--- config.mk ---
export PLATFORM = sky130hd
export DESIGN_NAME = sysid_reader
export DESIGN_NICKNAME = d
export VERILOG_FILES = /design/src/rtl/sysid_reader_pkg.sv /design/src/rtl/sysid_reader_wdog.sv /design/src/rtl/sysid_reader.sv
export SDC_FILE = /design/constraint.sdc
export NUM_CORES = 1
export LEC_CHECK = 0
export CORE_MARGIN = 3
export CORE_UTILIZATION = 32
export DETAILED_ROUTE_END_ITERATION = 6
export GPL_TIMING_DRIVEN = 0
export PLACE_DENSITY = 0.62
export SYNTH_ARGS = -nofsm -noshare
export SYNTH_HDL_FRONTEND = slang
export SYNTH_HIERARCHICAL = 1
export SYNTH_SLANG_ARGS = --single-unit
--- constraint.sdc ---
create_clock -name clock -period 2.5 [get_ports clock]
set_clock_uncertainty 0.1 [all_clocks]
set_input_delay 0.5 -clock clock [delete_from_list [all_inputs] [get_ports clock]]
set_output_delay 0.5 -clock clock [all_outputs]
set_load 0.005 [all_outputs]
--- src/rtl/sysid_reader_pkg.sv ---
// Shared state encoding and Avalon word addresses for the system-ID reader.
// Imported by sysid_reader and its watchdog sub-module.
package sysid_reader_pkg;

    typedef enum logic [2:0] {
        IDLE   = 3'd0,
        RD_ID  = 3'd1,
        LAT_ID = 3'd2,
        RD_TS  = 3'd3,
        LAT_TS = 3'd4,
        FIN    = 3'd5
    } state_t;

    localparam logic ADDR_ID = 1'b0;
    localparam logic ADDR_TS = 1'b1;

endpackage

--- src/rtl/sysid_reader_wdog.sv ---
// Stall watchdog: counts consecutive waitrequest-stalled read cycles.
// Latency: expired is combinational in the TIMEOUT_CYCLES-th stall cycle.
// Backpressure: none; clear has priority over enable.
module sysid_reader_wdog #(
    parameter int TIMEOUT_CYCLES = 255
) (
    input  logic clock,
    input  logic reset_n,
    input  logic clear,
    input  logic enable,
    output logic expired
);

    logic [15:0] stall_cnt;

    always_ff @(posedge clock or negedge reset_n) begin
        if (!reset_n) begin
            stall_cnt <= 16'd0;
        end else if (clear) begin
            stall_cnt <= 16'd0;
        end else if (enable) begin
            stall_cnt <= stall_cnt + 16'd1;
        end
    end

    assign expired = enable && (stall_cnt == 16'(TIMEOUT_CYCLES - 1));

endmodule

--- src/rtl/sysid_reader.sv ---
// Reads the ID and timestamp words over Avalon-MM and compares them to expected values.
// Latency: start -> done in 3 cycles plus stalls and 2*READ_LATENCY; outputs decode registered state.
// Backpressure: read/address held while waitrequest=1; SYSID_READER_TIMEOUT_EN adds a stall timeout.
module sysid_reader
    import sysid_reader_pkg::*;
#(
    parameter logic [31:0] EXPECTED_ID    = 32'd0,
    parameter logic [31:0] EXPECTED_TS    = 32'd1417920494,
    parameter int          READ_LATENCY   = 0,
    parameter int          TIMEOUT_CYCLES = 255
) (
    input  logic        clock,
    input  logic        reset_n,
    input  logic        start,
    output logic        read,
    output logic        address,
    input  logic        waitrequest,
    input  logic [31:0] readdata,
    output logic        busy,
    output logic        done,
    output logic [31:0] id_value,
    output logic [31:0] ts_value,
    output logic        id_match,
    output logic        ts_match,
    output logic        timeout_err
);

    localparam bit         LAT0  = (READ_LATENCY == 0);
    localparam logic [1:0] LAT_N = 2'(READ_LATENCY);

    state_t     state, state_nxt;
    logic       accept, lat_hit, cap_id, cap_ts, wd_expired;
    logic [1:0] lat_cnt;

    assign read    = (state == RD_ID) || (state == RD_TS);
    assign address = (state == RD_TS) ? ADDR_TS : ADDR_ID;
    assign busy    = (state != IDLE);
    assign done    = (state == FIN);
    assign accept  = read && !waitrequest;
    assign lat_hit = (lat_cnt == LAT_N);

    always_comb begin
        state_nxt = state;
        cap_id    = 1'b0;
        cap_ts    = 1'b0;
        case (state)
            IDLE: if (start) state_nxt = RD_ID;
            RD_ID: begin
                if (wd_expired) begin
                    state_nxt = FIN;
                end else if (accept) begin
                    cap_id    = LAT0;
                    state_nxt = LAT0 ? RD_TS : LAT_ID;
                end
            end
            LAT_ID: if (lat_hit) begin
                cap_id    = 1'b1;
                state_nxt = RD_TS;
            end
            RD_TS: begin
                if (wd_expired) begin
                    state_nxt = FIN;
                end else if (accept) begin
                    cap_ts    = LAT0;
                    state_nxt = LAT0 ? FIN : LAT_TS;
                end
            end
            LAT_TS: if (lat_hit) begin
                cap_ts    = 1'b1;
                state_nxt = FIN;
            end
            FIN:     state_nxt = IDLE;
            default: state_nxt = IDLE;
        endcase
    end

    always_ff @(posedge clock or negedge reset_n) begin
        if (!reset_n) begin
            state <= IDLE;
        end else begin
            state <= state_nxt;
        end
    end

    // lat_cnt holds the number of cycles elapsed since the read was accepted
    always_ff @(posedge clock or negedge reset_n) begin
        if (!reset_n) begin
            lat_cnt <= 2'd0;
        end else if (accept) begin
            lat_cnt <= 2'd1;
        end else if ((state == LAT_ID) || (state == LAT_TS)) begin
            lat_cnt <= lat_cnt + 2'd1;
        end
    end

    always_ff @(posedge clock or negedge reset_n) begin
        if (!reset_n) begin
            id_value <= 32'd0;
            ts_value <= 32'd0;
            id_match <= 1'b0;
            ts_match <= 1'b0;
        end else begin
            if (cap_id) begin
                id_value <= readdata;
                id_match <= (readdata == EXPECTED_ID);
            end
            if (cap_ts) begin
                ts_value <= readdata;
                ts_match <= (readdata == EXPECTED_TS);
            end
        end
    end

`ifdef SYSID_READER_TIMEOUT_EN
    logic stall;
    logic te_q;

    assign stall = read && waitrequest;

    sysid_reader_wdog #(
        .TIMEOUT_CYCLES(TIMEOUT_CYCLES)
    ) u_wdog (
        .clock   (clock),
        .reset_n (reset_n),
        .clear   (!stall),
        .enable  (stall),
        .expired (wd_expired)
    );

    always_ff @(posedge clock or negedge reset_n) begin
        if (!reset_n) begin
            te_q <= 1'b0;
        end else if ((state == IDLE) && start) begin
            te_q <= 1'b0;
        end else if (wd_expired) begin
            te_q <= 1'b1;
        end
    end

    assign timeout_err = te_q;
`else
    // Without the watchdog a stalled read waits forever
    localparam int unused_timeout_cycles = TIMEOUT_CYCLES;
    assign wd_expired  = 1'b0;
    assign timeout_err = 1'b0;
`endif

endmodule

==> results_dict.tcl <==
set metrics [dict create \
    rsz0062_at_grt "no" \
    drt_first_pass_iters 4 \
    final_cells 426 \
    vias_per_cell 4.789 \
    final_max_slew_viol_count 0 \
    post-route-drc-count 0 \
    peakVddDrop_v 0.0005534 \
    crit_path_max_incr_delay_ps 470 \
    die_area_um2 10310 \
    crit_path_max_fanout 10 \
    grt_pass1_vias 2166 \
    setup_viol 0 \
    dp.cells 409 \
    crit_required_ps 1900 \
    hold_viol 0 \
    cts_tree "yes" \
    drive_above_1_share 0.3019 \
    min_period_ps 2372 \
    wire_per_inst_um 17.04 \
    clkLatencyLatePin_ps 340 \
    power.total_mw 5.480 \
    core-area_um2 8806 \
    drt.antenna.violating_nets 0 \
    cts_inserted_buffers 9 \
    yosys_most_used_dff "dfrtp_1" \
    drtIter0Drc 40 \
    worstPathArrival_ps 1770 \
    synthCells 195 \
    path_class "flop to output pin" \
    crit_slowest_cell "dfrtp_2" \
    antenna_found_initial 0 \
    grt_overflow_total 0 \
    die_x_um 101.6 \
    fin_crit_sh 0.9487 \
    diodes 0 \
    ys_async_sr_fraction 1.000 \
    powerDensity_nw_per_um2 1255 \
    synth_area_leaders "dfrtp_1, mux2_2, buf_6" \
    crit_buf_inv 2 \
    area_delta_synth_final_pct 49.51 \
    syn_area_um2 2922 \
    clockBufferDepth 2 \
    leakage_nw 1.776 \
    track_usage 0.1506 \
    cts_num_sinks 71 \
    placement.io_buffers 105 \
    synth_top_area_frac 0.6081 \
    htree_num_levels 3 \
    syn_area_per_cell_um2 14.98 \
    yosysSeqAreaShare 0.6081 \
    cap_violations 0 \
    crit_chain "clkbuf_2, or3_1, clkdlybuf4s50_1" \
    critPathTopFamily "buffers and inverters" \
    path_clk_slew_ps 70 \
    synth_area_leader_cell "dfrtp_1" \
    postCtsSetupRepairBufs 0 \
    nets 350 \
    fill_cells 807 \
    yosysMostFrequentCell "dfrtp_1" \
    place_hpwl_um 5254 \
    status "complete, no violations" \
    rows 34 \
    root_buffer "clkbuf_8" \
    crit_path_start_kind "flop" \
    num_vias 2040 \
    hp-class "flop to flop" \
    r2r_slack_ps 480 \
    syn_nets 232 \
    crit_path_end_kind "output pin" \
    gp_congestion 0.7150 \
    ys_types 34 \
    finalWirelength_um 7260 \
    grt_first_pass_wirelength_um 11730 \
    synth-edff-count 0 \
    ys_ff_latch 71 \
    initial_core_util 0.3318 \
    netlist_top_cells_count "dfrtp_1, mux2_2, nand4_1, nor4_1" \
    die_height_um 101.6 \
    yosysWarnings 6 \
    max_freq_ghz 0.4216 \
    grt_max_degree 60 \
    ios 107 \
]
-- sequential cells by signal, summed over array words and instances (netlist names) --
register	flops
ts_match	1
id_match	1
ts_value	32
state	3
lat_cnt	2
id_value	32
-- worst paths after layout --
path / startpoint / to / cells after the start
worst max-delay path: state[2] / busy / 3
worst min-delay path: ts_match / ts_match / 2
worst max register to register: state[1] / ts_value[19] / 5
worst min register to register: ts_match / ts_match / 2
max in group asynchronous: reset_n / state[2] / 3
min in group asynchronous: reset_n / id_value[6] / 2
-- power by group --
group / switching (mW) / leakage (nW) / internal [mW] / total, mW
Sequential: 0.292 / 0.837 / 1.72 / 2.01
Combinational: 0.793 / 0.829 / 1.66 / 2.45
Clock: 0.427 / 0.110 / 0.590 / 1.02
-- per-stage QoR --
| step | instance area [um2] | util | worst slack, ps | hold WS (ps) | TNS, ps |
|---|---|---|---|---|---|
| after detailed placement | 4133 | 0.4693 | -48.11 | 268.0 | -766.8 |
| after floorplan | 2922 | - | 698.6 | 104.4 | 0 |
| after global routing | 4368 | 0.4960 | 14.53 | 416.7 | 0 |
| after CTS | 4367 | 0.4959 | 39.08 | 392.7 | 0 |
| after global placement | 4108 | 0.4665 | -1720 | 364.5 | -122450 |
| final | 4368 | 0.4960 | 128.2 | 385.5 | 0 |
-- layer usage --
metal	track usage	routed length (um)	vias to the layer above
met3	0.06474	500	10
met4	0.03988	86	0
met1	0.1881	3060	1010
met5	0	0	-
li1	-	-	953
met2	0.2404	3613	67
-- cells in the final DEF (no fill, tap or decap), types with 2 or more instances in the layout --
| master | n |
|---|---|
| bufinv_16 | 2 |
| inv_1 | 2 |
| dfrtp_1 | 70 |
| buf_6 | 4 |
| a21oi_1 | 2 |
| o31ai_1 | 2 |
| nor2_1 | 3 |
| nor4_1 | 7 |
| buf_4 | 5 |
| o21ai_0 | 3 |
| clkdlybuf4s50_1 | 104 |
| clkbuf_8 | 10 |
| mux2_2 | 63 |
| nand4_1 | 7 |
| nor3_1 | 3 |
| or3_1 | 2 |
| mux2_1 | 2 |
-- cells by family (layout without fill, tap and decap cells) --
family          count (synthesis)  in the layout  synth area share
compound gates                 14             14           0.03898
xor+xnor                        1              1          0.002998
fa+ha+maj                       1              1          0.004282
buf+inv                        13            136           0.03254
flops                          71             71            0.6081
mux                            65             65            0.2505
other cells                     1              1          0.001284
simple gates                   29             29           0.06124
-- final cells by class --
cell class | instances | area (um2) | share of cell area
Sequential cell | 71 | 1778 | 0.4070
Clock inverter | 5 | 81.33 | 0.01862
Timing Repair Buffer | 107 | 1086 | 0.2486
Tap cell | 108 | 135.1 | 0.03094
Inverter | 3 | 11.26 | 0.002578
Buffer | 10 | 85.08 | 0.01948
Multi-Input combinational cell | 111 | 1050 | 0.2403
Clock buffer | 11 | 141.4 | 0.03237
-- worst register-to-register path, stage by stage (launching register included) --
cell and delay [ps]:
dfrtp_1 380, buf_2 170, and4bb_2 260, a31oi_4 370, buf_4 280, mux2_2 350
-- what timing repair did --
item	4_1_cts	5_1_grt
endpoints found under the setup margin	2	2
endpoints found under the hold margin	12	0
hold buffers	1	0
gates resized for setup	1	1
Power figures use the tool's default switching activity.
